### config.mk
export PLATFORM = sky130hd
export DESIGN_NAME = bin2bcd_seq
export DESIGN_NICKNAME = d
export VERILOG_FILES = /design/src/rtl/bin2bcd_pkg.sv /design/src/rtl/bcd_digit_adj.sv /design/src/rtl/bin2bcd_seq.sv
export SDC_FILE = /design/constraint.sdc
export NUM_CORES = 1
export LEC_CHECK = 0
export CELL_PAD_IN_SITES_DETAIL_PLACEMENT = 1
export CELL_PAD_IN_SITES_GLOBAL_PLACEMENT = 1
export CORE_MARGIN = 2
export CORE_UTILIZATION = 37
export CTS_BUF_LIST = sky130_fd_sc_hd__clkbuf_2 sky130_fd_sc_hd__clkbuf_4 sky130_fd_sc_hd__clkbuf_8
export CTS_CLUSTER_SIZE = 14
export DETAILED_ROUTE_END_ITERATION = 8
export GPL_ROUTABILITY_DRIVEN = 1
export PLACE_DENSITY_LB_ADDON = 0.1
export SLEW_MARGIN = 40
export SYNTH_ARGS = -nofsm -noshare
export SYNTH_HDL_FRONTEND = slang
export SYNTH_HIERARCHICAL = 1
export SYNTH_SLANG_ARGS = --single-unit
### constraint.sdc
create_clock -name clk -period 1.51 [get_ports clk]
set_clock_uncertainty 0.1 [all_clocks]
set_input_delay 0.151 -clock clk [delete_from_list [all_inputs] [get_ports clk]]
set_output_delay 0.151 -clock clk [all_outputs]
set_load 0.03 [all_outputs]
### src/rtl/bin2bcd_pkg.sv
// Shared types and helpers for the sequential binary-to-BCD converter.
package bin2bcd_pkg;

  typedef enum logic [1:0] {IDLE, SHIFT, DONE} state_t;

  localparam logic [3:0] BCD_ADJ_THRESH = 4'd5;
  localparam logic [3:0] BCD_ADJ_ADD    = 4'd3;

  // Decimal digits needed to show 2^width-1.
  function automatic int min_digits(input int width);
    longint unsigned v;
    int d;
    v = (64'd1 << width) - 64'd1;
    d = 1;
    for (int i = 0; i < 20; i++) begin
      if (v >= 64'd10) begin
        v = v / 64'd10;
        d++;
      end
    end
    return d;
  endfunction

endpackage

### src/rtl/bcd_digit_adj.sv
// One BCD digit of the double-dabble adjust: add 3 when the digit is 5 or more.
module bcd_digit_adj
  import bin2bcd_pkg::*;
(
  input  logic [3:0] digit,
  output logic [3:0] adj
);

  // Max result is 9+3=12, so no carry into the next digit.
  assign adj = (digit >= BCD_ADJ_THRESH) ? digit + BCD_ADJ_ADD : digit;

endmodule

### src/rtl/bin2bcd_seq.sv
// Iterative double-dabble binary-to-BCD converter with valid/ready handshakes.
// Define BIN2BCD_BLANK_EN to build the leading-zero blanking mask.
module bin2bcd_seq
  import bin2bcd_pkg::*;
#(
  parameter int WIDTH  = 8,
  parameter int DIGITS = 3
) (
  input  logic                  clk,
  input  logic                  rst_n,
  input  logic                  in_valid,
  output logic                  in_ready,
  input  logic [WIDTH-1:0]      bin,
  output logic                  out_valid,
  input  logic                  out_ready,
  output logic [4*DIGITS-1:0]   bcd,
  output logic                  ovf,
  output logic [DIGITS-1:0]     blank
);

  localparam int CW = $clog2(WIDTH + 1);
  localparam int BW = 4 * DIGITS;

  if (DIGITS < min_digits(WIDTH)) begin : g_narrow
    $warning("bin2bcd_seq: DIGITS=%0d cannot hold all WIDTH=%0d values, ovf may assert",
             DIGITS, WIDTH);
  end

  state_t           state, state_nxt;
  logic [CW-1:0]    cnt;
  logic [WIDTH-1:0] sreg;
  logic [BW-1:0]    acc, adj, acc_shift;
  logic             ovf_r;
  logic             last;

  for (genvar g = 0; g < DIGITS; g++) begin : g_adj
    bcd_digit_adj u_adj (
      .digit (acc[4*g +: 4]),
      .adj   (adj[4*g +: 4])
    );
  end

  assign last      = (cnt == CW'(1));
  assign acc_shift = {adj[BW-2:0], sreg[WIDTH-1]};

  always_ff @(posedge clk or negedge rst_n) begin
    if (!rst_n) state <= IDLE;
    else        state <= state_nxt;
  end

  always_comb begin
    state_nxt = state;
    case (state)
      IDLE:    if (in_valid)  state_nxt = SHIFT;
      SHIFT:   if (last)      state_nxt = DONE;
      DONE:    if (out_ready) state_nxt = IDLE;
      default:                state_nxt = IDLE;
    endcase
  end

  always_comb begin
    in_ready  = (state == IDLE);
    out_valid = (state == DONE);
  end

  always_ff @(posedge clk or negedge rst_n) begin
    if (!rst_n) begin
      cnt   <= '0;
      sreg  <= '0;
      acc   <= '0;
      ovf_r <= 1'b0;
    end else begin
      case (state)
        IDLE: if (in_valid) begin
          sreg  <= bin;
          acc   <= '0;
          ovf_r <= 1'b0;
          cnt   <= CW'(WIDTH);
        end
        SHIFT: begin
          acc   <= acc_shift;
          sreg  <= sreg << 1;
          // The top digit's MSB falls off the accumulator: value no longer fits.
          ovf_r <= ovf_r | adj[BW-1];
          cnt   <= cnt - CW'(1);
        end
        default: ;
      endcase
    end
  end

  assign bcd = acc;
  assign ovf = ovf_r;

`ifdef BIN2BCD_BLANK_EN
  logic [DIGITS-1:0] blank_nxt, blank_r;
  logic              hi_zero;

  always_comb begin
    blank_nxt = '0;
    hi_zero   = 1'b1;
    for (int i = DIGITS - 1; i >= 1; i--) begin
      hi_zero      = hi_zero & (acc_shift[4*i +: 4] == 4'd0);
      blank_nxt[i] = hi_zero;
    end
  end

  always_ff @(posedge clk or negedge rst_n) begin
    if (!rst_n)                     blank_r <= '0;
    else if (state == SHIFT && last) blank_r <= blank_nxt;
  end

  assign blank = blank_r;
`else
  assign blank = '0;
`endif

endmodule
==> flow_summary.yaml <==
global_route:
  grt_overflow: 0
  grt_max_degree: 28
  grt_pass1_wl_microns: 6527
  grt_pass1_vias: 1359
  grt_usage: 0.1848
  antenna_found_initial: 0
worst_setup_path:
  crit_type: "flop to flop"
  ff2ff_setup_slack_ps: 30
  r2r-start: "bcd[8]$_DFFE_PN0P_"
  required_ps: 1580
  r2r-end: "bcd[10]$_DFFE_PN0P_"
  crit_buf_inv: 1
  slowest_delay_ps: 450
  start_kind: "flop"
  arrival_ps: 1550
  cpLargestDelayFamily: "flip-flops"
  reg2reg_depth: 6
  slowest_stage: "dfrtp_2"
  worstSetupEndpointType: "flop"
  crit_fanout: 5
  crit_chain: "inv_1 > ha_4 > nand2b_4 > a21oi_4 > mux2i_1 > a22o_1"
timing:
  setup_ws_ps: 30.77
  max_freq_mhz: 676.0
  final_max_slew_viol_count: 0
  period_share: 0.9796
  hold_viol_final: 0
  fin_crit_ps: 1479
  finalSetupViolCount: 0
  rsz0062_at_grt: "yes"
floorplanning:
  die-area_sq_mm: 0.004734
  row_count: 23
  io_pins: 30
  die_x_microns: 68.81
  initial_utilization: 0.3857
  die_height_microns: 68.81
  core_sq_mm: 0.004029
clocking:
  cts-root-buf: "clkbuf_8"
  clock_sinks: 27
  cts_hold_buf: 0
  clk_pin_slew_ps: 100
  cts_tree: "yes"
  insertion_delay_ps: 270
  h-tree-depth: 1
  numCtsBuffers: 3
  clock_path_buffers: 2
final_layout:
  drive_gt1_frac: 0.2718
  finish.utilization: 0.5289
  diodes: 0
  synthToLayoutAreaGrowth_pct: 37.12
  fin_nets: 227
placement:
  gp_congestion: 0.7317
  port_buffers: 26
  dp.final_hpwl_microns: 2832
  place_ws_ps: -43.12
routing:
  vias: 1317
  wirelength_microns: 3898
  drc: 0
  first_pass_iters: 4
  drt_iter0_drc: 51
  routed_via_density: 5.145
  antenna_left: 0
  routedWlPerCell_microns: 15.23
yosys:
  yosysWarningCount: 6
  netlist-cell-type-count: 27
  synth_area_leaders: "dfrtp_1 (43%), a22o_1 (7.3%), ha_1 (6.4%), o21ai_1 (4.2%), nand2_1 (4.1%)"
  ys.flop_type: "dfrtp_1"
  ys_seq_area_frac: 0.4348
  yosysMostFrequentCell: "dfrtp_1"
  synth_area_leader_cell: "dfrtp_1"
  avgSynthCellArea_sq_um: 9.652
  synth_async_sr_flop_share: 1.000
  synth.top_cell.area_share: 0.4348
  synth_seq_cells: 27
  netlist_instances: 161
  synthTopCellsByCount: "dfrtp_1 (27), nand2_1 (17), a22o_1 (13), o21ai_1 (13), inv_1 (10)"
  synth_area_sq_mm: 0.001554
  synth_edf_count: 0
outcome:
  status: "complete, no violations"
power_and_ir_drop:
  powerDensity_mw_per_mm2: 2191
  p_leak_nw: 0.9936
  irDropWorstVdd_mv: 0.8161
hold_path:
  hp-class: "input pin to asynchronous set/reset pin"
job:
  maxCapViolCount: 0
==> how the worst max path moves through the flow <==
stage / from / to / slack, ps / cells after the start
6_report: bcd[8]$_DFFE_PN0P_ / bcd[10]$_DFFE_PN0P_ / 30 / 6
5_1_grt: bcd[9]$_DFFE_PN0P_ / ovf$_DFFE_PN0P_ / -70 / 8
4_1_cts: bcd[8]$_DFFE_PN0P_ / bcd[10]$_DFFE_PN0P_ / 5 / 5
3_5_place_dp: bcd[0]$_DFFE_PN0P_ / bcd[2]$_DFFE_PN0P_ / -40 / 6
3_3_place_gp: bcd[8]$_DFFE_PN0P_ / ovf$_DFFE_PN0P_ / 40 / 8
2_1_floorplan: bcd[8]$_DFFE_PN0P_ / bcd[10]$_DFFE_PN0P_ / 5 / 5
==> cell usage in the layout, fill, tap and decap left out, types with 5 or more instances in the layout <==
cell type,netlist,layout
a22oi_1,6,6
a22o_1,13,13
nand2b_1,9,6
inv_1,10,6
o21ai_1,13,16
a21oi_1,8,8
dlygate4sd2_1,0,12
nor2_1,5,5
nand2_1,17,17
buf_4,4,24
dfrtp_1,27,20
clkdlybuf4s50_1,0,11
nor2b_1,9,8
dfrtp_2,0,7
==> worst reg2reg max path, cell delays in order (launching register included) <==
cell and delay [ps]:
dfrtp_2 450, inv_1 110, ha_4 160, nand2b_4 70, a21oi_4 160, mux2i_1 90
a22o_1 230
==> layer usage <==
metal / vias to the layer above / track usage / wire length [microns]
met1: 659 / 0.2201 / 1593
met5: - / 0 / 0
met2: 21 / 0.3450 / 2190
met3: 0 / 0.02922 / 115
li1: 637 / - / -
met4: 0 / 0.04412 / 0
==> report_power, final <==
group,internal (mW),switching [mW]
clock network,0.207,0.237
logic,1.40,1.53
registers,1.05,0.250
==> cell type report <==
type | instances | area, sq um
Fill cell | 447 | 1898
Tap cell | 50 | 62.56
Inverter | 10 | 40.04
Multi-Input combinational cell | 115 | 858.3
Sequential cell | 27 | 684.4
Clock buffer | 4 | 48.80
Timing Repair Buffer | 50 | 436.7
==> state kept, by name (all words and copies together), names as in the netlist <==
signal	flops
sreg	8
cnt	4
ovf	1
bcd	12
state	2
==> kinds of logic after synthesis <==
family                     share of synthesized area
DFF                                           0.4348
and+or+nand+nor                               0.1473
xor gates and xnor gates                     0.01691
other                                       0.002413
muxes                                        0.02577
adders and majority gates                    0.06441
AOI/OAI and AO/OA                             0.2311
buffers and inverters                        0.07729
==> per-stage QoR <==
step | hold slack [ps] | TNS [ps] | power [mW] | area, sq um | instances
2_1_floorplan | -244.6 | 0 | 3.068 | 1577 | 163
3_3_place_gp | 393.0 | 0 | 3.810 | 1944 | 244
3_5_place_dp | 399.1 | -101.7 | 3.958 | 1944 | 244
4_1_cts | 157.8 | 0 | 4.629 | 2098 | 255
5_1_grt | 176.6 | -109.0 | 5.060 | 2131 | 256
6_report | 141.7 | 0 | 4.669 | 2131 | 256
==> what timing repair did <==
| action | 4_1_cts | 5_1_grt |
|---|---|---|
| gates resized for setup | 25 | 9 |
| buffers inserted | 7 | 1 |
| setup endpoints to repair | 21 | 9 |
| pin swaps | 7 | 4 |
Power figures use the tool's default switching activity.
==> edit 1, RTL diff (same settings) <==
The option `BIN2BCD_BLANK_EN` is turned on by a define.
--- a/src/rtl/bin2bcd_seq.sv
+++ b/src/rtl/bin2bcd_seq.sv
@@ -1,5 +1,7 @@
 // Iterative double-dabble binary-to-BCD converter with valid/ready handshakes.
 // Define BIN2BCD_BLANK_EN to build the leading-zero blanking mask.
+`define BIN2BCD_BLANK_EN
+
 module bin2bcd_seq
   import bin2bcd_pkg::*;
 #(
Check against the original RTL: not equivalent (a bounded check fails within 10 cycles, from zero or initial values and one cycle with rst_n low).
==> edit 1 against the unedited design <==
  * The flow now finishes with violations (negative setup slack)
  * Hold slack improved by 0.037 ns
  * Combinational power increased by 25%
  * Area after synthesis increased by 0.16%
  * First-iteration DRC count increased by 5.9%
  * Sequential cell count increased by 2
  * Worst setup slack got worse by 0.31 ns
  * Cell area increased by 13%
  * Power increased by 25%
  * Sequential power increased by 16%
  * Sequential share of layout area decreased by 1.4 points
  * Routed wire length increased by 17%
  * Core utilization increased by 6.6 points
  * Maximum frequency decreased by 17%
==> edit 1: results (changes against the unedited design) <==
Result of the run: complete, but fails checks (was complete, no violations)
Violations in the final reports: negative setup slack
# fillers: 457 (was 447)
Synth cell count leaders: dfrtp_1 (29), nand2_1 (22), a22o_1 (13), o21ai_0 (13), inv_1 (10) (was dfrtp_1 (27), nand2_1 (17), a22o_1 (13), o21ai_1 (13), inv_1 (10))
Via Count: 1441 (was 1317)
Avg Vias per Cell: 5.30 (was 5.14)
LEAKAGE: 1.12 nW (was 0.994 nW)
Largest net degree at the start of global routing: 30 (was 28)
Setup WS pre-CTS: -0.355 ns (was -0.0431 ns)
FF-to-FF path depth: 8 (was 6)
Clock Buffer Count: 8 (was 4)
Fin worst setup slack: -0.281 ns (was 0.0308 ns)
Seq area share: 0.307 (was 0.321)
Worst VDD drop: 0.988 mV (was 0.816 mV)
Post-DP Area: 2120 µm² (was 1940 µm²)
Initial DRC count: 54 (was 51)
Vias in the first global route: 1472 (was 1359)
Reg2Reg Capture Point: blank[2] (was bcd[10])
Aggregate negative setup slack: -0.950 ns (was 0 ns)
Multi-input combinational area share: 0.380 (was 0.403)
P&R area growth vs syn: 54.1% (was 37.1%)
Compound-Gate Fraction of Synth Area: 0.224 (was 0.231)
Tot GR Track Use: 0.208 (was 0.185)
XOR/XNOR share of the synthesized area: 0.0169 (about the same)
WHS: 0.179 ns (was 0.142 ns)
Final-layout clock-cell area share: 0.0381 (was 0.0229)
Final setup viols: 6 (was 0)
Distinct cell type count after synthesis: 31 (was 27)
Mux share of post-synthesis cell area: 0.0354 (was 0.0258)
Crit path max fanout: 3 (was 5)
Crit path DAT: 1.86 ns (was 1.55 ns)
Adder-cell share of the synthesized area: 0.0643 (was 0.0644)
Sequential area share after synthesis: 0.466 (was 0.435)
Worst-path clk slew: 0.07 ns (was 0.10 ns)
Per-instance average area after synthesis: 9.98 µm² (was 9.65 µm²)
Nets: 241 (was 227)
Worst R2R Start: bcd[9] (was bcd[8])
[edit 1: changes by cell type in the layout (fill, tap and decap cells not counted), moves of 3 or more]
cell and change:
o21ai_0 +8, nor2b_1 -7, o21ai_1 -14, nand2_1 +3
buf_4 +12, a21oi_1 -5
[edit 1: power by group through the flow]
stage,Clock [W],Combinational (W),Sequential (W)
6_report,0.000667,0.00366,0.00151
2_1_floorplan,0,0.00155,0.00177
4_1_cts,0.000680,0.00335,0.00148
5_1_grt,0.000712,0.00397,0.00157
3_5_place_dp,0,0.00315,0.00150
3_3_place_gp,0,0.00301,0.00146
[edit 1: timing repair]
action	CTS	global route
gates cloned	0	0
setup endpoints to repair	24	17
pin swaps	6	10
gates resized for setup	32	23
setup buffers	3	8
[edit 1: routing by layer]
layer | vias up | track usage | share of wire
li1 | 668 | - | -
met1 | 742 | 0.244 | 0.40
met2 | 24 | 0.374 | 0.55
met3 | 7 | 0.0536 | 0.030
met4 | 0 | 0.0588 | 0.012
met5 | - | 0 | 0
==> edit 2, RTL diff (config.mk and constraints unchanged) <==
Without the edit above. The 3 states of `state_t` get a one-hot encoding in 3 bits.
--- a/src/rtl/bin2bcd_pkg.sv
+++ b/src/rtl/bin2bcd_pkg.sv
@@ -1,7 +1,7 @@
 // Shared types and helpers for the sequential binary-to-BCD converter.
 package bin2bcd_pkg;
 
-  typedef enum logic [1:0] {IDLE, SHIFT, DONE} state_t;
+  typedef enum logic [2:0] {IDLE = 3'b001, SHIFT = 3'b010, DONE = 3'b100} state_t;
 
   localparam logic [3:0] BCD_ADJ_THRESH = 4'd5;
   localparam logic [3:0] BCD_ADJ_ADD    = 4'd3;
Function: no difference found for any inputs over 10 cycles, from zero or initial values and one cycle with rst_n low; not proved beyond that.
==> edit 2 against the unedited design <==
  * The run now ends with negative setup slack left
  * Cell area is 8.9% higher
  * Worst setup slack worse by 0.080 ns
  * Routed wire length is 3.9% higher
  * Maximum frequency is 5.1% lower
  * Die area is 0.47% higher
  * Register-to-register slack worse by 0.04 ns
  * Area after synthesis is 0.48% higher
  * Sequential cell count is 1 higher
  * Critical path depth is 3 lower
  * Sequential share of layout area is 1.4 points lower
  * Power is 24% lower
  * Largest cell class unchanged
==> edit 2: results (changes against the unedited design) <==
Result of the run: complete, but fails checks (was complete, no violations)
Violations in the final reports: negative setup slack
Sequential area share after synthesis: 0.450 (was 0.435)
Worst VDD drop: 1.07 mV (was 0.816 mV)
Crit path DAT: 1.31 ns (was 1.55 ns)
FF-to-FF path depth: 4 (was 6)
Routability Congestion: 0.696 (was 0.732)
LEAKAGE: 1.08 nW (was 0.994 nW)
Most area-consuming cells after synthesis: dfrtp_1 (43%), a22o_1 (7.3%), ha_1 (6.4%), mux2i_1 (6.4%), nand2_1 (4.8%) (was dfrtp_1 (43%), a22o_1 (7.3%), ha_1 (6.4%), o21ai_1 (4.2%), nand2_1 (4.1%))
Flop-to-flop setup slack: -0.01 ns (was 0.03 ns)
Flop pwr share: 0.324 (was 0.278)
Distinct cell type count after synthesis: 32 (was 27)
WL/cell: 15.8 µm (was 15.2 µm)
Final setup viols: 6 (was 0)
Largest net degree at the start of global routing: 29 (was 28)
Post-DP Area: 2030 µm² (was 1940 µm²)
Tot GR Track Use: 0.188 (was 0.185)
Post-CTS setup buffer count: 8 (was 7)
Number of gates resized after CTS: 31 (was 25)
Crit path max fanout: 4 (was 5)
CP Capture Point: in_ready (was bcd[10])
Setup WS pre-CTS: -0.118 ns (was -0.0431 ns)
Avg Vias per Cell: 5.02 (was 5.14)
Vias in the first global route: 1369 (was 1359)
Mapped Cells: 148 (was 161)
Total Power: 0.00353 W (was 0.00467 W)
Comb group: 0.00190 W (was 0.00293 W)
WHS: 0.123 ns (was 0.142 ns)
Reg2Reg Capture Point: bcd[2] (was bcd[10])
Initial DRC count: 49 (was 51)
First-pass GRT wire length: 6.56 mm (was 6.53 mm)
Initial antenna violation count: 0 (unchanged)
CP max stage cell: dfstp_2 (was dfrtp_2)
Aggregate negative setup slack: -0.0692 ns (was 0 ns)
Dpl hpwl: 2.80 mm (was 2.83 mm)
Synth cell count leaders: dfrtp_1 (27), nand2_1 (20), a22o_1 (13), mux2i_1 (10) (was dfrtp_1 (27), nand2_1 (17), a22o_1 (13), o21ai_1 (13), inv_1 (10))
DRT Wirelength: 4.05 mm (was 3.90 mm)
Crit path largest cell delay: 0.56 ns (was 0.45 ns)
Cell count after placement: 239 (was 244)
Fin worst setup slack: -0.0495 ns (was 0.0308 ns)
Crit path from: state[0] (was bcd[8])
==> edit 2: per-layer routing <==
| layer | wire, µm | global-route usage |
|---|---|---|
| met1 | 1740 | 0.231 |
| met2 | 2110 | 0.337 |
| met3 | 136 | 0.0276 |
| met4 | 57 | 0.0637 |
| met5 | 0 | 0 |
==> edit 2: final cells by class <==
class | instances | area [µm²] | share of cell area
sequential | 28 | 712 | 0.307
inverter | 8 | 37.5 | 0.0162
clock buffer | 4 | 55.1 | 0.0237
timing repair buffer | 60 | 554 | 0.239
tap | 50 | 62.6 | 0.0270
multi-input combinational | 106 | 898 | 0.387
==> edit 2: cells by family (layout without fill, tap and decap cells) <==
kind of cell	Yosys count	in the layout	synth area share
other cells	1	3	0.00240
fa+ha+maj	8	8	0.0641
xor+xnor	4	4	0.0224
simple gates	44	44	0.155
flops	28	28	0.450
buf+inv	16	72	0.0665
compound gates	36	36	0.168
mux	11	11	0.0713
